$ cat config.mk
export PLATFORM = sky130hd
export DESIGN_NAME = alu_ctrl_pipe_flat
export DESIGN_NICKNAME = d
export VERILOG_FILES = /design/src/rtl/alu_ctrl_pkg.sv /design/src/rtl/alu_ctrl_if.sv /design/src/rtl/alu_ctrl_decode.sv /design/src/rtl/alu_ctrl_pipe.sv /design/src/flat_wrapper.sv
export SDC_FILE = /design/constraint.sdc
export NUM_CORES = 1
export LEC_CHECK = 0
export CORE_AREA = 4 4 41 43
export CTS_CLUSTER_DIAMETER = 80
export CTS_CLUSTER_SIZE = 30
export DETAILED_ROUTE_END_ITERATION = 10
export DIE_AREA = 0 0 45 47
export DONT_BUFFER_PORTS = 1
export GPL_TIMING_DRIVEN = 0
export HOLD_SLACK_MARGIN = 0.02
export PLACE_DENSITY_LB_ADDON = 0.1
export SYNTH_ARGS = -nofsm -noshare
export SYNTH_HDL_FRONTEND = slang
export SYNTH_SLANG_ARGS = --single-unit
$ cat constraint.sdc
create_clock -name clk -period 4 [get_ports clk]
set_input_delay 1 -clock clk [delete_from_list [all_inputs] [get_ports clk]]
set_output_delay 1 -clock clk [all_outputs]
set_load 0.02 [all_outputs]
$ cat src/rtl/alu_ctrl_pkg.sv
// Shared types and constants for the registered ALU control stage.
// Encodings here are the contract between control, the ALU and the MDU.
package alu_ctrl_pkg;

  typedef enum logic [4:0] {
    ALU_ADD, ALU_SUB, ALU_AND, ALU_OR, ALU_XOR, ALU_SLT, ALU_SLTU, ALU_SLL, ALU_SRL,
    ALU_SRA, ALU_MUL, ALU_MULH, ALU_MULHSU, ALU_MULHU, ALU_DIV, ALU_DIVU, ALU_REM, ALU_REMU
  } alu_ctrl_e;

  localparam logic [6:0] OP_RTYPE   = 7'b0110011;
  localparam logic [6:0] F7_ALT     = 7'b0100000;
  localparam logic [6:0] F7_MULDIV  = 7'b0000001;

  typedef enum logic {IDLE, MULTI} state_e;

  function automatic alu_ctrl_e mdu_code(input logic [2:0] funct3);
    case (funct3)
      3'b000:  return ALU_MUL;
      3'b001:  return ALU_MULH;
      3'b010:  return ALU_MULHSU;
      3'b011:  return ALU_MULHU;
      3'b100:  return ALU_DIV;
      3'b101:  return ALU_DIVU;
      3'b110:  return ALU_REM;
      default: return ALU_REMU;
    endcase
  endfunction

endpackage

$ cat src/rtl/alu_ctrl_if.sv
// Handshake and decode bus of the ALU control stage.
// The slave side is the stage; the master side is the surrounding pipeline.
interface alu_ctrl_if #(parameter int CTRL_W = 5);
  logic              flush;
  logic              in_valid;
  logic              in_ready;
  logic [1:0]        alu_op;
  logic [6:0]        op;
  logic [2:0]        funct3;
  logic [6:0]        funct7;
  logic              out_valid;
  logic              out_ready;
  logic [CTRL_W-1:0] alu_control;
  logic              is_mdu;
  logic              illegal;
  logic              mdu_busy;

  modport master (
    output flush, in_valid, alu_op, op, funct3, funct7, out_ready,
    input  in_ready, out_valid, alu_control, is_mdu, illegal, mdu_busy
  );

  modport slave (
    input  flush, in_valid, alu_op, op, funct3, funct7, out_ready,
    output in_ready, out_valid, alu_control, is_mdu, illegal, mdu_busy
  );
endinterface

$ cat src/rtl/alu_ctrl_decode.sv
// Pure combinational decode of {alu_op, op, funct3, funct7} into an ALU/MDU code.
// Undecodable encodings raise illegal and fall back to ADD.
module alu_ctrl_decode
  import alu_ctrl_pkg::*;
#(
  parameter bit ENABLE_M = 1'b1
) (
  input  logic [1:0] alu_op,
  input  logic [6:0] op,
  input  logic [2:0] funct3,
  input  logic [6:0] funct7,
  output alu_ctrl_e  code,
  output logic       is_mdu,
  output logic       illegal
);

  logic is_r;
  logic f7_zero;
  logic f7_alt;

  assign is_r    = (op == OP_RTYPE);
  assign f7_zero = (funct7 == 7'b0000000);
  assign f7_alt  = (funct7 == F7_ALT);

  // NOTE: every output gets a default before any branch, so no path leaves one unassigned (no latch).
  always_comb begin
    code    = ALU_ADD;
    is_mdu  = 1'b0;
    illegal = 1'b0;
    case (alu_op)
      2'b00: code = ALU_ADD;
      2'b01: code = ALU_SUB;
      2'b11: illegal = 1'b1;
      default: begin
        if (ENABLE_M && is_r && (funct7 == F7_MULDIV)) begin
          code   = mdu_code(funct3);
          is_mdu = 1'b1;
        end else begin
          case (funct3)
            3'b000:  code = (is_r && f7_alt) ? ALU_SUB : ALU_ADD;
            3'b001:  code = ALU_SLL;
            3'b010:  code = ALU_SLT;
            3'b011:  code = ALU_SLTU;
            3'b100:  code = ALU_XOR;
            3'b101:  code = funct7[5] ? ALU_SRA : ALU_SRL;
            3'b110:  code = ALU_OR;
            default: code = ALU_AND;
          endcase
          // I-type funct7 is immediate except where it selects the shift flavour.
          if (is_r)
            illegal = !(f7_zero || (f7_alt && (funct3 == 3'b000 || funct3 == 3'b101)));
          else
            illegal = ((funct3 == 3'b001) && !f7_zero) ||
                      ((funct3 == 3'b101) && !f7_zero && !f7_alt);
          if (illegal) code = ALU_ADD;
        end
      end
    endcase
  end

endmodule

$ cat src/rtl/alu_ctrl_pipe.sv
// ID/EX control register: decodes on accept, holds M ops for MDU_LAT cycles,
// and exposes valid/ready handshakes on both sides.
module alu_ctrl_pipe
  import alu_ctrl_pkg::*;
#(
  parameter int CTRL_W   = 5,
  parameter bit ENABLE_M = 1'b1,
  parameter int MDU_LAT  = 4
) (
  input  logic        clk,
  input  logic        rst_n,
  alu_ctrl_if.slave   bus
);

  localparam int CNT_W       = $clog2(MDU_LAT + 1);
  localparam bit MULTI_CYCLE = (MDU_LAT > 1);

  alu_ctrl_e dec_code;
  logic      dec_is_mdu;
  logic      dec_illegal;

  state_e            state_q, state_d;
  logic [CNT_W-1:0]  cnt_q, cnt_d;
  logic              out_valid_q, out_valid_d;
  logic [CTRL_W-1:0] alu_control_q, alu_control_d;
  logic              is_mdu_q, is_mdu_d;
  logic              illegal_q, illegal_d;
  logic              in_ready;
  logic              accept;

  alu_ctrl_decode #(.ENABLE_M(ENABLE_M)) u_decode (
    .alu_op  (bus.alu_op),
    .op      (bus.op),
    .funct3  (bus.funct3),
    .funct7  (bus.funct7),
    .code    (dec_code),
    .is_mdu  (dec_is_mdu),
    .illegal (dec_illegal)
  );

  // Ready depends only on registered state, out_ready and flush, never on in_valid.
  assign in_ready = (state_q == IDLE) && (!out_valid_q || bus.out_ready) && !bus.flush;
  assign accept   = bus.in_valid && in_ready;

  always_comb begin
    state_d       = state_q;
    cnt_d         = cnt_q;
    out_valid_d   = out_valid_q;
    alu_control_d = alu_control_q;
    is_mdu_d      = is_mdu_q;
    illegal_d     = illegal_q;
    if (bus.flush) begin
      // Decoded fields deliberately keep their last values on a kill.
      state_d     = IDLE;
      cnt_d       = '0;
      out_valid_d = 1'b0;
    end else begin
      case (state_q)
        IDLE: begin
          if (bus.out_ready) out_valid_d = 1'b0;
          if (accept) begin
            alu_control_d = CTRL_W'(dec_code);
            is_mdu_d      = dec_is_mdu;
            illegal_d     = dec_illegal;
            if (dec_is_mdu && MULTI_CYCLE) begin
              state_d     = MULTI;
              cnt_d       = CNT_W'(MDU_LAT - 1);
              out_valid_d = 1'b0;
            end else begin
              out_valid_d = 1'b1;
            end
          end
        end
        MULTI: begin
          cnt_d = cnt_q - CNT_W'(1);
          if (cnt_q == CNT_W'(1)) begin
            cnt_d       = '0;
            out_valid_d = 1'b1;
            state_d     = IDLE;
          end
        end
        default: state_d = IDLE;
      endcase
    end
  end

  // NOTE: sequential state uses non-blocking assignments so all flops update together at the edge.
  always_ff @(posedge clk or negedge rst_n) begin
    if (!rst_n) begin
      state_q       <= IDLE;
      cnt_q         <= '0;
      out_valid_q   <= 1'b0;
      alu_control_q <= CTRL_W'(ALU_ADD);
      is_mdu_q      <= 1'b0;
      illegal_q     <= 1'b0;
    end else begin
      state_q       <= state_d;
      cnt_q         <= cnt_d;
      out_valid_q   <= out_valid_d;
      alu_control_q <= alu_control_d;
      is_mdu_q      <= is_mdu_d;
      illegal_q     <= illegal_d;
    end
  end

  assign bus.in_ready    = in_ready;
  assign bus.out_valid   = out_valid_q;
  assign bus.alu_control = alu_control_q;
  assign bus.is_mdu      = is_mdu_q;
  assign bus.illegal     = illegal_q;
  assign bus.mdu_busy    = (state_q == MULTI);

endmodule
$ cat src/flat_wrapper.sv
// flat-port wrapper written by rule: the top's interface ports become plain ports
module alu_ctrl_pipe_flat import alu_ctrl_pkg::*;
#(
  parameter int CTRL_W   = 5,
  parameter bit ENABLE_M = 1'b1,
  parameter int MDU_LAT  = 4
)
  (clk, rst_n, bus_flush, bus_in_valid, bus_alu_op, bus_op, bus_funct3, bus_funct7, bus_out_ready, bus_in_ready, bus_out_valid, bus_alu_control, bus_is_mdu, bus_illegal, bus_mdu_busy);
  alu_ctrl_if #(.CTRL_W(CTRL_W)) bus_i ();
  input  logic clk;
  input  logic rst_n;
  input wire logic [$bits(bus_i.flush)-1:0] bus_flush;
  input wire logic [$bits(bus_i.in_valid)-1:0] bus_in_valid;
  input wire logic [$bits(bus_i.alu_op)-1:0] bus_alu_op;
  input wire logic [$bits(bus_i.op)-1:0] bus_op;
  input wire logic [$bits(bus_i.funct3)-1:0] bus_funct3;
  input wire logic [$bits(bus_i.funct7)-1:0] bus_funct7;
  input wire logic [$bits(bus_i.out_ready)-1:0] bus_out_ready;
  output wire logic [$bits(bus_i.in_ready)-1:0] bus_in_ready;
  output wire logic [$bits(bus_i.out_valid)-1:0] bus_out_valid;
  output wire logic [$bits(bus_i.alu_control)-1:0] bus_alu_control;
  output wire logic [$bits(bus_i.is_mdu)-1:0] bus_is_mdu;
  output wire logic [$bits(bus_i.illegal)-1:0] bus_illegal;
  output wire logic [$bits(bus_i.mdu_busy)-1:0] bus_mdu_busy;
  assign bus_i.flush = bus_flush;
  assign bus_i.in_valid = bus_in_valid;
  assign bus_i.alu_op = bus_alu_op;
  assign bus_i.op = bus_op;
  assign bus_i.funct3 = bus_funct3;
  assign bus_i.funct7 = bus_funct7;
  assign bus_i.out_ready = bus_out_ready;
  assign bus_in_ready = bus_i.in_ready;
  assign bus_out_valid = bus_i.out_valid;
  assign bus_alu_control = bus_i.alu_control;
  assign bus_is_mdu = bus_i.is_mdu;
  assign bus_illegal = bus_i.illegal;
  assign bus_mdu_busy = bus_i.mdu_busy;
  alu_ctrl_pipe #(.CTRL_W(CTRL_W), .ENABLE_M(ENABLE_M), .MDU_LAT(MDU_LAT)) u_core (.clk(clk), .rst_n(rst_n), .bus(bus_i));
endmodule
==> results.md, run 1 <==
- The commonest non-fill, non-tap cell in the layout is sky130_fd_sc_hd__nand2_1.
- The HPWL after detailed placement is 1.337 mm.
- The area share of and/or/nand/nor cells after synthesis is 0.2875.
- Clock-pin slew was measured on the worst setup and hold paths at 0.09 ns.
- Of the total synthesized cell area, the portion taken by XOR and XNOR cells is 0.
- The detailed router's first-iteration violation count is 22.
- The worst setup path endpoint is bus_in_ready.
- The critical path crosses 2 cells after its start point.
- The relative slew slack is 0.7791.
- The total negative slack for setup checks is 0 ns.
- The final max-slew violation count was 0.
- Dividing total power by cell area gives a power density of 302.8 mW/mm².
- The clock insertion delay at the later pin of the skew report is 0.28 ns.
- The worst hold path belongs to the class input pin to async pin.
- Including well taps, the total number of placed cells is 105.
- The largest stage delay on the critical path is 0.26 ns.
- The critical path capture point type is an output pin.
- TritonCTS built the clock tree.
- The finished layout holds 109 standard cells, fillers aside.
- The net total in the final layout is 121.
- The Yosys step of the flow raised 0 warnings.
- The average wire per cell in the routed design is 15.82 µm.
- The top cell types in the final layout, fill and taps aside, are sky130_fd_sc_hd__nand2_1, sky130_fd_sc_hd__dfrtp_1, sky130_fd_sc_hd__nor2_1.
- In the routed layout, each cell is associated on average with a via count of 6.486.
- The source of the worst register-to-register timing path is u_core.bus.mdu_busy.
- The final critical path time including I/O delays and setup is 2.395 ns.
- In this run the cell area of the synthesized design comes to 818.3 µm².
- Row generation in the floorplan step produced 13 rows.
- The via total after detailed routing is 707.
- The wire length reported by the detailed router is 1.724 mm.
- After floorplanning, the core was sized to cover 0.001301 mm².
- A synthesized cell averages 9.092 µm².
- Across the run, the number of max-cap violations was 0.
- The transition time of the tightest slew-check pin is 0.3297 ns.
- The post-synthesis register bit count is 12.
- On the final layout, the worst clock skew is 0.008522 ns.
- OpenSTA, run right after detailed placement, puts the worst setup slack at 1.471 ns.
- The pre-antenna-repair detailed-routing pass consisted of 4 iterations.
- The total number of clock tree sinks is 12.
- The library cell contributing the largest single delay on the critical path is sky130_fd_sc_hd__and2_1.
- The number of CTS-inserted buffers is 3.
- The final critical-path share of the clock period is 0.5988.
- The via count of the first global-routing pass is 616.
- The worst setup path is of the input pin to output pin kind.
- The first global-routing pass estimated 2.718 mm of wire.
- The element type at the critical path start is an input pin.
- Post-CTS repair changed the size of 0 cells.
- The number of cells on the worst reg-to-reg path is 6.
- After technology mapping, the gate count stands at 90.
- The share of synthesized area spent on multiplexers is 0.02599.
- Setup slack on the critical path of the routed design comes to 1.605 ns.
- The data arrival time of the critical path is 1.40 ns.
- In this run the number of H-tree levels came out at 1.
- The area fraction in compound gates after synthesis is 0.2554.
- Setup violations remaining at the end of the flow were counted as 0.
- For this configuration, the core starts out at a cell density of 0.6288.
- The number of I/O pins is 34.
- The synthesized netlist contains 43 unique library cells.
- Setup repair after global routing left no endpoint under its margin.
- Of the total synthesized cell area, the portion taken by full adders, half adders and majority gates is 0.03058.
- Walking the worst path, the cells encountered are nor2_1 > and2_1.
- The root buffer cell is sky130_fd_sc_hd__clkbuf_4.
- The area growth from synthesis to layout is 6.728%.
- The buffers plus inverters on the worst setup path is 0.
- For this run the aggregate overflow at the end of global routing stands at 0.
- The leakage component of the power is 0.3942 nW.
- For the worst setup path, the data required time is 3.00 ns.
- The congestion estimate from routability-driven global placement came to 0.7552.
- The die covers 0.002115 mm².
- The die is 47 µm tall.
- The maximum clock rate is 0.4175 GHz.
- The number of synthesized flops with an enable pin is 0.
- The die is 45 µm wide.
- For this design, the CTS-stage hold fixing added 0 buffers.
- The register-to-register setup slack is 2.28 ns.
- The most common flop cell mapped by yosys is sky130_fd_sc_hd__dfrtp_1.
- The detail route stage leaves a number of antenna-violating nets equal to 0.
- Counting flops with an async set or reset pin after synthesis yields a share of 1.000.
- The number of remaining DRC errors is 0.
- Along the worst path, the maximum fanout reaches 6.
- The number of endpoints with negative hold slack in the final report is 0.
- The count of port buffers added during placement is 0.
- The maximum root-to-sink buffer count is 2.
- The antenna diode instance count is 0.
- The number of antenna violations at the first check in global routing is 0.
- The main combinational cell family by area after synthesis is simple AND/OR/NAND/NOR gates.
- Among cell families on the critical path, the largest total delay comes from simple AND/OR/NAND/NOR gates.
- The launching instance or port of the critical path is bus_flush.
- The worst ir drop on vdd is 0.1740 mV.
- In this run the critical register-to-register path is captured at u_core.bus.alu_control[3].
- The global router's overall resource usage is 0.1819.
- For this run, the register share of the synthesized area comes to 0.3670.
- The net count after synthesis is 116.
- The fraction of layout instances using a drive strength above 1 is 0.1702.
- Post-CTS timing repair inserted 0 buffers for setup.
- The run finished with clean final reports.
- Entering global routing, the biggest net connects 13 pins.
final cells by class:
cell class / count / area, µm²
inverter: 4 / 15.01
sequential: 12 / 300.3
multi-input combinational: 72 / 490.5
tap: 15 / 18.77
clock buffer: 4 / 36.28
buffer: 2 / 12.51
fill: 103 / 427.9
cells in the mapped netlist, drive strengths merged, types with 2 or more instances:
| cell type | n | area (µm²) |
|---|---|---|
| nand2 | 13 | 48.80 |
| dfrtp | 12 | 300.3 |
| nor2 | 8 | 32.54 |
| a21oi | 4 | 20.02 |
| inv | 4 | 15.01 |
| o21ai | 4 | 20.01 |
| a31oi | 3 | 18.77 |
| nor2b | 3 | 26.27 |
| a211oi | 2 | 20.02 |
| a21o | 2 | 15.01 |
| a32o | 2 | 20.02 |
| and3 | 2 | 12.51 |
| buf | 2 | 12.51 |
| ha | 2 | 25.02 |
| nand3 | 2 | 10.01 |
| nand3b | 2 | 15.01 |
| nand4 | 2 | 18.77 |
| o21a | 2 | 15.01 |
per-stage QoR:
stage	power, W	hold WS (ns)	instance area (µm²)	utilization
after CTS	0.0002660	0.4001	873.3	0.6712
final	0.0002645	0.3987	873.3	0.6712
after detailed placement	0.0001665	0.5594	837.1	0.6433
after global placement	0.0001659	0.5382	837.1	0.6433
after floorplan	0.0001621	0.5194	818.3	-
after global routing	0.0002763	0.3867	873.3	0.6712
sequential cells by signal (all words and copies together), names as in the netlist:
name and flops:
u_core.bus.mdu_busy 1, u_core.bus.is_mdu 1, u_core.bus.out_valid 1, u_core.cnt_q 3, u_core.bus.illegal 1, u_core.bus.alu_control 5
power breakdown:
| part | internal [W] | total [W] | switching [W] |
|---|---|---|---|
| Sequential | 0.000126 | 0.000137 | 0.0000102 |
| Clock | 0.0000554 | 0.000100 | 0.0000450 |
| Combinational | 0.0000129 | 0.0000274 | 0.0000145 |
| Total | 0.000195 | 0.000264 | 0.0000697 |
worst min-delay path by stage:
stage                         start                         to  slack (ns)  depth (start not counted)
finish                        rst_n  u_core.bus.alu_control[0]        0.40                          0
global route                  rst_n       u_core.bus.out_valid        0.39                          0
CTS                           rst_n       u_core.bus.out_valid        0.40                          0
detailed placement  u_core.cnt_q[0]            u_core.cnt_q[0]        0.56                          2
global placement    u_core.cnt_q[0]            u_core.cnt_q[0]        0.54                          2
floorplan           u_core.cnt_q[0]            u_core.cnt_q[0]        0.52                          2
layer usage:
metal / wire length (µm) / up-vias / global-route usage
met2: 731 / 38 / 0.2768
met5: 0 / - / 0
met4: 33 / 0 / 0.08772
li1: - / 343 / -
met1: 753 / 321 / 0.2299
met3: 206 / 5 / 0.06513
logic make-up (layout without fill, tap and decap cells):
logic type / after synthesis / count (layout)
and+or+nand+nor: 40 / 40
AOI/OAI and AO/OA: 28 / 28
DFF: 12 / 12
buffers and inverters: 6 / 10
adders and majority gates: 2 / 2
muxes: 2 / 2
Note: power is estimated with default switching activity, not from simulation.
==> inputs of run 2 (changes only) <==
CORE_AREA = unset   (was 4 4 41 43)
CORE_MARGIN = 4   (was unset)
CORE_UTILIZATION = 54   (was unset)
DIE_AREA = unset   (was 0 0 45 47)
clock period = 2.19 ns   (was 4 ns; I/O delays follow)
==> results.md, run 2 (synthesized netlist as in run 1, its figures left out) <==
- In the finished design, the share of the clock period the worst path needs comes to 0.8695.
- The commonest non-fill, non-tap cell in the layout is sky130_fd_sc_hd__nand2_1.
- The final weighted congestion in routability-driven placement came to 0.8078 (+7.0%).
- The global router's overall resource usage is 0.1797 (-0.002142).
- The net switching share of the total power is 0.2675 (+0.003934).
- Based on the critical path, the design can be clocked at up to 0.5252 GHz.
- The post-placement setup slack is 0.1564 ns (-1.315 ns).
- In the layout the commonest cells are sky130_fd_sc_hd__nand2_1, sky130_fd_sc_hd__dfrtp_1, sky130_fd_sc_hd__nor2_1.
- The maximum fanout along the worst path was 9 (+3).
- The overall die area was 0.002202 mm² (+4.1%).
- The cell sitting at the root of the clock tree is a sky130_fd_sc_hd__clkbuf_4.
- The clock insertion delay at the later pin of the skew report is 0.27 ns (about the same).
- The worst hold-check path type is input pin to register.
- The worst ir drop on vdd is 0.3558 mV (+100%).
- The total number of clock tree sinks is 12 (unchanged).
- The clock network fraction of total power is 0.298 (-0.082).
- The maximum number of pins on one net before global-route repair came to 13 (unchanged).
- The starting utilization of the core area was 0.5989 (-0.02994).
- The x dimension of the die is 46.93 µm (+4.3%).
- The part of the total power dissipated in combinational logic is 0.128 (+0.024).
- STA classifies the critical path startpoint as a register.
- The total net switching power was 0.0001167 W (+67%).
- The critical path capture point type is an output pin.
- The post-detailed-route count of antenna-violating nets is 0 (unchanged).
- The via count of the first global-routing pass is 629 (+2.1%).
- The max capacitance violation total came to 0 (unchanged).
- The setup slack after layout is 0.2859 ns (-1.319 ns).
- The clock transition at the registers of the reported paths came to 0.07 ns (-0.02 ns).
- The number of antenna violations at the first check in global routing is 0 (unchanged).
- The power density of the placed cells was 501.5 mW/mm² (+66%).
- The required time reported for the critical path endpoint is 1.64 ns (-1.36 ns).
- The part of the total power dissipated in sequential elements is 0.573 (+0.056).
- The number of endpoints with negative hold slack in the final report was 0 (unchanged).
- The relative slew slack is 0.6552 (-0.1240).
- The number of CTS-inserted buffers is 3 (unchanged).
- TritonCTS built the clock tree.
- The core outline area is 0.001366 mm² (+5.0%).
- The final setup violation count is 0 (unchanged).
- The final standard cell utilization of the core is 0.6364 (-0.03471).
- The number of I/O pins was 34 (unchanged).
- Subtracting the final worst setup slack from the clock period gives 1.904 ns.
- The minimum hold slack was 0.3205 ns (-0.07813 ns).
- The total negative slack for setup checks is 0 ns (unchanged).
- Setup repair after global routing left no endpoint under its margin.
- The data arrival time of the critical path is 1.36 ns (-0.04 ns).
- The largest clock skew in the final design is 0.007715 ns (-0.0008072 ns).
- The H-tree depth came to 1 (unchanged).
- The transition time of the tightest slew-check pin came to 0.5155 ns (+0.1858 ns).
- The net total in the final layout came to 122 (+0.83%).
- The maximum root-to-sink buffer count came to 2 (unchanged).
- The wire length of the first global-routing pass is 2.704 mm (-0.52%).
- The final max-slew violation count came to 0 (unchanged).
- The number of core rows is 13 (unchanged).
- The antenna diode instance count is 0 (unchanged).
- The number of remaining DRC errors is 0 (unchanged).
- The via density per instance is 6.450 (-0.57%).
- The leakage component of the power is 0.3912 nW (-0.76%).
- The number of buffers inserted by post-CTS setup repair came to 0 (unchanged).
- The count of filler cells inserted in the layout is 125 (+21%).
- The post-detailed-placement half-perimeter wirelength is 1.359 mm (+1.6%).
- The number of flip-flops in the largest register is 5 (unchanged).
- The die height is 46.93 µm (-0.16%).
- The wire length reported by the detailed router was 1.732 mm (+0.46%).
- The final total power was 0.0004361 W (+65%).
- The worst setup path is of the register to output pin kind.
- Relative to the synthesized area, the layout overhead comes to 6.269%.
- The average wire per cell in the routed design is 15.89 µm (+0.46%).
- The detailed router's first-iteration violation count is 19 (-14%).
- The fraction of layout instances using a drive strength above 1 came to 0.1596 (-0.01064).
- The flow ran to the end, and the final reports show no timing, DRC or antenna violations.
- The final global-route overflow total is 0 (unchanged).
- The count of port buffers added during placement is 0 (unchanged).
- The internal power consumption is 0.0003194 W (+64%).
- The via total after detailed routing came to 703 (-0.57%).
- The number of optimization iterations in the first detailed-route pass is 4 (unchanged).
==> run 2: changes by cell type in the layout (fill, tap and decap cells not counted) <==
cell | previous run | this run
sky130_fd_sc_hd__clkbuf_8 | 1 | 0
sky130_fd_sc_hd__dlygate4sd3_1 | 0 | 1
==> run 2: path summary, 6_finish.rpt <==
check | from | endpoint | slack, ns | cells past startpoint
worst max-delay path | u_core.bus.mdu_busy | bus_in_ready | 0.29 | 3
worst min-delay path | bus_flush | u_core.bus.mdu_busy | 0.32 | 1
worst max register to register | u_core.bus.mdu_busy | u_core.cnt_q[1] | 0.43 | 6
worst min register to register | u_core.cnt_q[0] | u_core.cnt_q[0] | 0.56 | 2
max in group asynchronous | rst_n | u_core.bus.alu_control[3] | 1.16 | 1
min in group asynchronous | rst_n | u_core.bus.out_valid | 0.68 | 1
==> run 2: power groups by stage <==
stage / clock network [W] / logic [W] / registers, W
finish: 0.000130 / 0.0000560 / 0.000250
global route: 0.000150 / 0.0000639 / 0.000251
CTS: 0.000135 / 0.0000565 / 0.000250
detailed placement: 0 / 0.0000504 / 0.000255
global placement: 0 / 0.0000491 / 0.000254
floorplan: 0 / 0.0000436 / 0.000252
==> run 2: per-layer routing <==
| layer | share of wire | track usage | vias to the layer above |
|---|---|---|---|
| li1 | - | - | 343 |
| met1 | 0.46 | 0.2317 | 326 |
| met2 | 0.41 | 0.2520 | 29 |
| met3 | 0.11 | 0.08812 | 5 |
| met4 | 0.016 | 0.08287 | 0 |
| met5 | 0 | 0 | - |
==> run 2: what timing repair did <==
action	in CTS	in global routing
hold buffers	1	0
endpoints found under the hold margin	12	0
gates resized for setup	0	0
==> run 2: cell type report <==
cell class                      instances  area, µm²  area share
Buffer                                  2      12.51     0.01439
Timing Repair Buffer                    1      10.01     0.01151
Tap cell                               15      18.77     0.02158
Sequential cell                        12      300.3      0.3453
Multi-Input combinational cell         72      490.5      0.5640
Clock buffer                            3      22.52     0.02590
Inverter                                4      15.01     0.01727
==> run 2: critical path, stage by stage, from the launching register on <==
cell and delay (ns):
sky130_fd_sc_hd__dfrtp_1 0.46, sky130_fd_sc_hd__buf_4 0.21, sky130_fd_sc_hd__nor2_1 0.15, sky130_fd_sc_hd__and2_1 0.27
==> run 2: stage by stage <==
step	area (µm²)	instances
after floorplan	818.3	90
after global placement	837.1	105
after detailed placement	837.1	105
after CTS	869.6	109
after global routing	869.6	109
final	869.6	109
==> RTL change 1, RTL diff (flow settings as in run 2) <==
Reset style: synchronous (`rst_n`), changed in one clocked block.
--- a/src/rtl/alu_ctrl_pipe.sv
+++ b/src/rtl/alu_ctrl_pipe.sv
@@ -85,7 +85,7 @@
   end
 
   // NOTE: sequential state uses non-blocking assignments so all flops update together at the edge.
-  always_ff @(posedge clk or negedge rst_n) begin
+  always_ff @(posedge clk) begin
     if (!rst_n) begin
       state_q       <= IDLE;
       cnt_q         <= '0;
Formal check against the unedited RTL: differs if rst_n is asserted again (counterexample within 4 cycles, from zero or initial values and one cycle with rst_n low); with rst_n held inactive, the same outputs for 10 cycles.
==> RTL change 1 against run 2 <==
  * Sequential cell count did not move
  * Count of clock-buffer cells in the layout grew 1
  * Area after synthesis down 4.0%
  * Hold slack better by 130 ps
  * Power is 5.4% higher
  * Highest routed layer unchanged
  * Sequential power down 9.2%
  * Fmax up 6.0%
  * Routed wire length grew 4.6%
  * Final area decreased by 3.3%
  * Worst setup slack improved by 110 ps
  * First-iteration DRC count is 16% lower
  * Non-clock buffer count is the same
==> RTL change 1: results (changes against run 2) <==
met2_usage_pct: 26.4  # +1.2 points
synth_cells: 99  # +10%
grt_pass1_vias: 713  # +13%
drt_iter0_markers: 16  # -3
async_reset_ff_share_pct: 0  # -100 points
clkLatencyLatePin_ps: 280
met1_length_um: 829  # +3.5%
reg2reg_slack_ps: 530  # +100 ps
max_stage_delay_ps: 540  # +80 ps
synth_area_leaders: "dfxtp_1 (31%), a21oi_1 (6.4%), nand2_1 (4.3%), nand3_1 (3.8%), inv_1 (3.8%)"
final_nets: 130  # +6.6%
drive_gt1_share_pct: 9.71  # -6.2 points
ys_seq_area_share_pct: 30.6  # -6.1 points
clk_path_buf_depth: 2  # unchanged
worst_clock_skew_ps: 0.594  # -7.12 ps
startpoint: "u_core.bus.mdu_busy"
gp_congestion: 0.810  # +0.22%
crit_path_max_fanout: 7  # -2
r2r-start: "u_core.bus.out_valid"
grt_pass1_wl_mm: 2.85  # +5.4%
place_area_um2: 805  # -3.9%
hold_depth: 2  # +1
slew_headroom_pct: 57.4  # -8.1 points
peakVddDrop_mv: 0.336  # -5.7%
met3_length_um: 232  # +26%
worstReg2RegEnd: "u_core.bus.alu_control[1]"
worstPathArrival_ps: 1250  # -110 ps
grt_use_total_pct: 18.6  # +0.58 points
nFillCells: 120  # -4.0%
ys_top_cells_by_count: "dfxtp_1 (12), a21oi_1 (10), nand2_1 (9)"
cp_slowest_cell: "dfxtp_1"
p_leak_nw: 0.294  # -25%
reg2reg_depth: 5  # -1
post-place-cells: 114  # +8.6%
vias_per_cell: 6.32  # -2.0%
fin_crit_ps: 1800  # -108 ps
drt-total-wl_mm: 1.81  # +4.6%
status: "completed"
grt_use_met3_pct: 6.25  # -2.6 points
yosysUniqueCellTypes: 44  # +2.3%
wl_met2_um: 716  # -0.28%
grt_max_degree: 10  # -3
==> RTL change 1: changes by cell type in the layout (fill, tap and decap cells not counted), moves of 2 or more <==
cell,before,now
dfrtp_1,12,0
dfxtp_1,0,12
a21oi_1,4,10
inv_1,4,8
nand2_1,13,9
nand3_1,2,6
nor3_1,0,3
o21ai_0,1,4
a21o_1,2,0
and3_1,2,0
nor2_1,7,5
==> RTL change 1: final cells by class <==
type | instances | share of cell area [%]
multi-input combinational | 76 | 58.9
sequential | 12 | 28.6
clock buffer | 4 | 4.32
inverter | 8 | 3.57
buffer | 3 | 2.38
tap | 15 | 2.23
==> RTL change 1: logic make-up after synthesis <==
| logic type | Yosys count | share of synthesized area, % |
|---|---|---|
| adder cells (fa/ha/maj) | 2 | 3.18 |
| XOR/XNOR | 2 | 2.23 |
| AO/OA/AOI/OAI | 30 | 25.3 |
| flip-flops | 12 | 30.6 |
| buffers and inverters | 11 | 6.37 |
| AND/OR/NAND/NOR | 42 | 32.3 |
==> RTL change 1: power breakdown <==
part           switching [mW]  internal [mW]  total (mW)  leakage [nW]
combinational          0.0307         0.0229      0.0536         0.176
sequential            0.00608          0.221       0.227        0.0970
clock                  0.0775          0.101       0.179        0.0210
==> RTL change 1: how the worst min path moves through the flow <==
stage               startpoint                  to  slack [ps]
3_5_place_dp   u_core.cnt_q[2]     u_core.cnt_q[2]         500
4_1_cts          bus_alu_op[1]  u_core.bus.illegal         430
5_1_grt          bus_alu_op[1]  u_core.bus.illegal         420
2_1_floorplan  u_core.cnt_q[2]     u_core.cnt_q[2]         480
3_3_place_gp   u_core.cnt_q[2]     u_core.cnt_q[2]         500
6_report         bus_alu_op[1]  u_core.bus.illegal         450
==> RTL change 2, RTL diff (settings of run 2) <==
Made on the original files. `ENABLE_M` is set to 1'b1 in 3 places; all go to 1'b0.
--- a/src/rtl/alu_ctrl_decode.sv
+++ b/src/rtl/alu_ctrl_decode.sv
@@ -3,7 +3,7 @@
 module alu_ctrl_decode
   import alu_ctrl_pkg::*;
 #(
-  parameter bit ENABLE_M = 1'b1
+  parameter bit ENABLE_M = 1'b0
 ) (
   input  logic [1:0] alu_op,
   input  logic [6:0] op,
--- a/src/rtl/alu_ctrl_pipe.sv
+++ b/src/rtl/alu_ctrl_pipe.sv
@@ -4,7 +4,7 @@
   import alu_ctrl_pkg::*;
 #(
   parameter int CTRL_W   = 5,
-  parameter bit ENABLE_M = 1'b1,
+  parameter bit ENABLE_M = 1'b0,
   parameter int MDU_LAT  = 4
 ) (
   input  logic        clk,
--- a/src/flat_wrapper.sv
+++ b/src/flat_wrapper.sv
@@ -2,7 +2,7 @@
 module alu_ctrl_pipe_flat import alu_ctrl_pkg::*;
 #(
   parameter int CTRL_W   = 5,
-  parameter bit ENABLE_M = 1'b1,
+  parameter bit ENABLE_M = 1'b0,
   parameter int MDU_LAT  = 4
 )
   (clk, rst_n, bus_flush, bus_in_valid, bus_alu_op, bus_op, bus_funct3, bus_funct7, bus_out_ready, bus_in_ready, bus_out_valid, bus_alu_control, bus_is_mdu, bus_illegal, bus_mdu_busy);
Function: changed (a bounded check fails within 4 cycles, from zero or initial values and one cycle with rst_n low).
==> RTL change 2 against run 2 <==
  * Global-route usage is 3.1 points lower
  * Die area fell by 19%
  * Power barely moved
  * Fmax decreased by 3.8%
  * Critical path type is now reg2reg
  * Sequential cell count decreased by 2
  * Area after synthesis shrank 23%
  * Routed wire length shrank 27%
  * Worst setup slack worse by 76 ps
  * Final area is 19% lower
==> RTL change 2: results (changes against run 2) <==
firstDrtPassIters: 4  # unchanged
antenna_cells: 0  # unchanged
holdBufCountCts: 1  # unchanged
ys_seq_area_share_pct: 39.5  # +2.8 points
cts_setup_buffers: 0  # unchanged
post-place-cells: 83  # -21%
met1_length_um: 501  # -37%
async_reset_ff_share_pct: 100  # unchanged
grt_max_degree: 11  # -2
status: "completed"
r2r-start: "u_core.bus.mdu_busy"
largest_reg_flops: 4  # -1
peakVddDrop_mv: 0.373  # +4.7%
whs_ps: 334  # +13.9 ps
numPortBuffers: 0  # unchanged
worst_clock_skew_ps: 7.26  # -0.456 ps
grt_use_total_pct: 14.9  # -3.1 points
drt-total-wl_mm: 1.26  # -27%
clock-root-buffer: "clkbuf_4"
reg2reg_depth: 5  # -1
vias_per_cell: 5.95  # -7.7%
met3_length_um: 164  # -11%
grt_pass1_wl_mm: 2.08  # -23%
syn-mean-instance-area_um2: 9.31  # +2.4%
synth_area_leaders: "dfrtp_1 (40%), nor2_1 (5.3%), a32o_1 (4.7%), ha_1 (4.0%), nor2b_1 (4.0%)"
yosysUniqueCellTypes: 30  # -30%
whs_endpoint: "u_core.cnt_q[2]"
max_freq_mhz: 505  # -3.8%
p_leak_nw: 0.315  # -20%
yosys_warnings: 0  # unchanged
switchingPower_mw: 0.114  # -1.9%
detailed_place_hpwl_mm: 1.03  # -24%
cp_slowest_cell: "dfrtp_1"
dp_slack_ps: 213  # +56.5 ps
synth_top_area_share_pct: 39.5  # +2.8 points
power_density_mw_per_mm2: 622  # +24%
drive_gt1_share_pct: 13.5  # -2.4 points
grt_pass1_vias: 501  # -20%
min_from: "bus_flush"
clkLatencyLatePin_ps: 270  # about the same
drt_iter0_markers: 13  # -6
gp_congestion: 0.693  # -14%
power_combinational_mw: 0.0535  # -4.5%
crit_path_end: "u_core.bus.alu_control[0]"
vias: 524  # -25%
highest_layer: "met4"
crit_path_max_fanout: 7  # -2
place_area_um2: 654  # -22%
synth_ff_type: "dfrtp_1"
ys_top_cells_by_count: "dfrtp_1 (10), nor2_1 (9), nand2_1 (6)"
wl_met2_um: 575  # -20%
final_nets: 101  # -17%
worstPathArrival_ps: 2130  # +770 ps
antenna_found_initial: 0  # unchanged
power_frac_seq_pct: 49.2  # -8.1 points
startpoint: "u_core.bus.mdu_busy"
[RTL change 2: cell types whose count changed after synthesis, moves of 2 or more]
cell,run 2,this run
nand2_1,13,6
a21oi_1,4,1
a31oi_1,3,0
nor3_1,0,3
o21ai_1,3,0
and3_1,2,0
dfrtp_1,12,10
nand3_1,2,0
nand3b_1,2,0
nor2_1,7,9
nor2b_1,2,4
nor4_1,0,2
o21a_1,2,0
xnor2_1,0,2
[RTL change 2: layer usage]
layer | track usage, % | up-vias
met4 | 5.59 | 0
met2 | 24.0 | 37
li1 | - | 253
met3 | 5.58 | 2
met1 | 17.7 | 232
met5 | 0 | -
[RTL change 2: cell type report]
class | count | area, um^2
fillers | 100 | 410
multi-input cells | 51 | 349
flip-flops and latches | 10 | 250
clock buffers | 4 | 36.3
plain buffers | 3 | 18.8
inverters | 5 | 18.8
well taps | 14 | 17.5
repair buffers | 1 | 10.0
[RTL change 2: worst max-delay path, delay by kind of cell (launching register included)]
kind | cells | cell delay (ps)
and+or+nand+nor | 2 | 680
DFF | 1 | 460
muxes | 1 | 330
buffers and inverters | 1 | 220
AOI/OAI and AO/OA | 1 | 180
[RTL change 2: logic make-up (layout without fill, tap and decap cells)]
| group | Yosys count | in the layout | synth area share (%) |
|---|---|---|---|
| mux | 1 | 1 | 1.78 |
| flops | 10 | 10 | 39.5 |
| buf+inv | 8 | 13 | 5.93 |
| other cells | 1 | 2 | 0.592 |
| fa+ha+maj | 2 | 2 | 3.95 |
| compound gates | 14 | 14 | 19.4 |
| xor+xnor | 2 | 2 | 2.77 |
| simple gates | 30 | 30 | 26.1 |
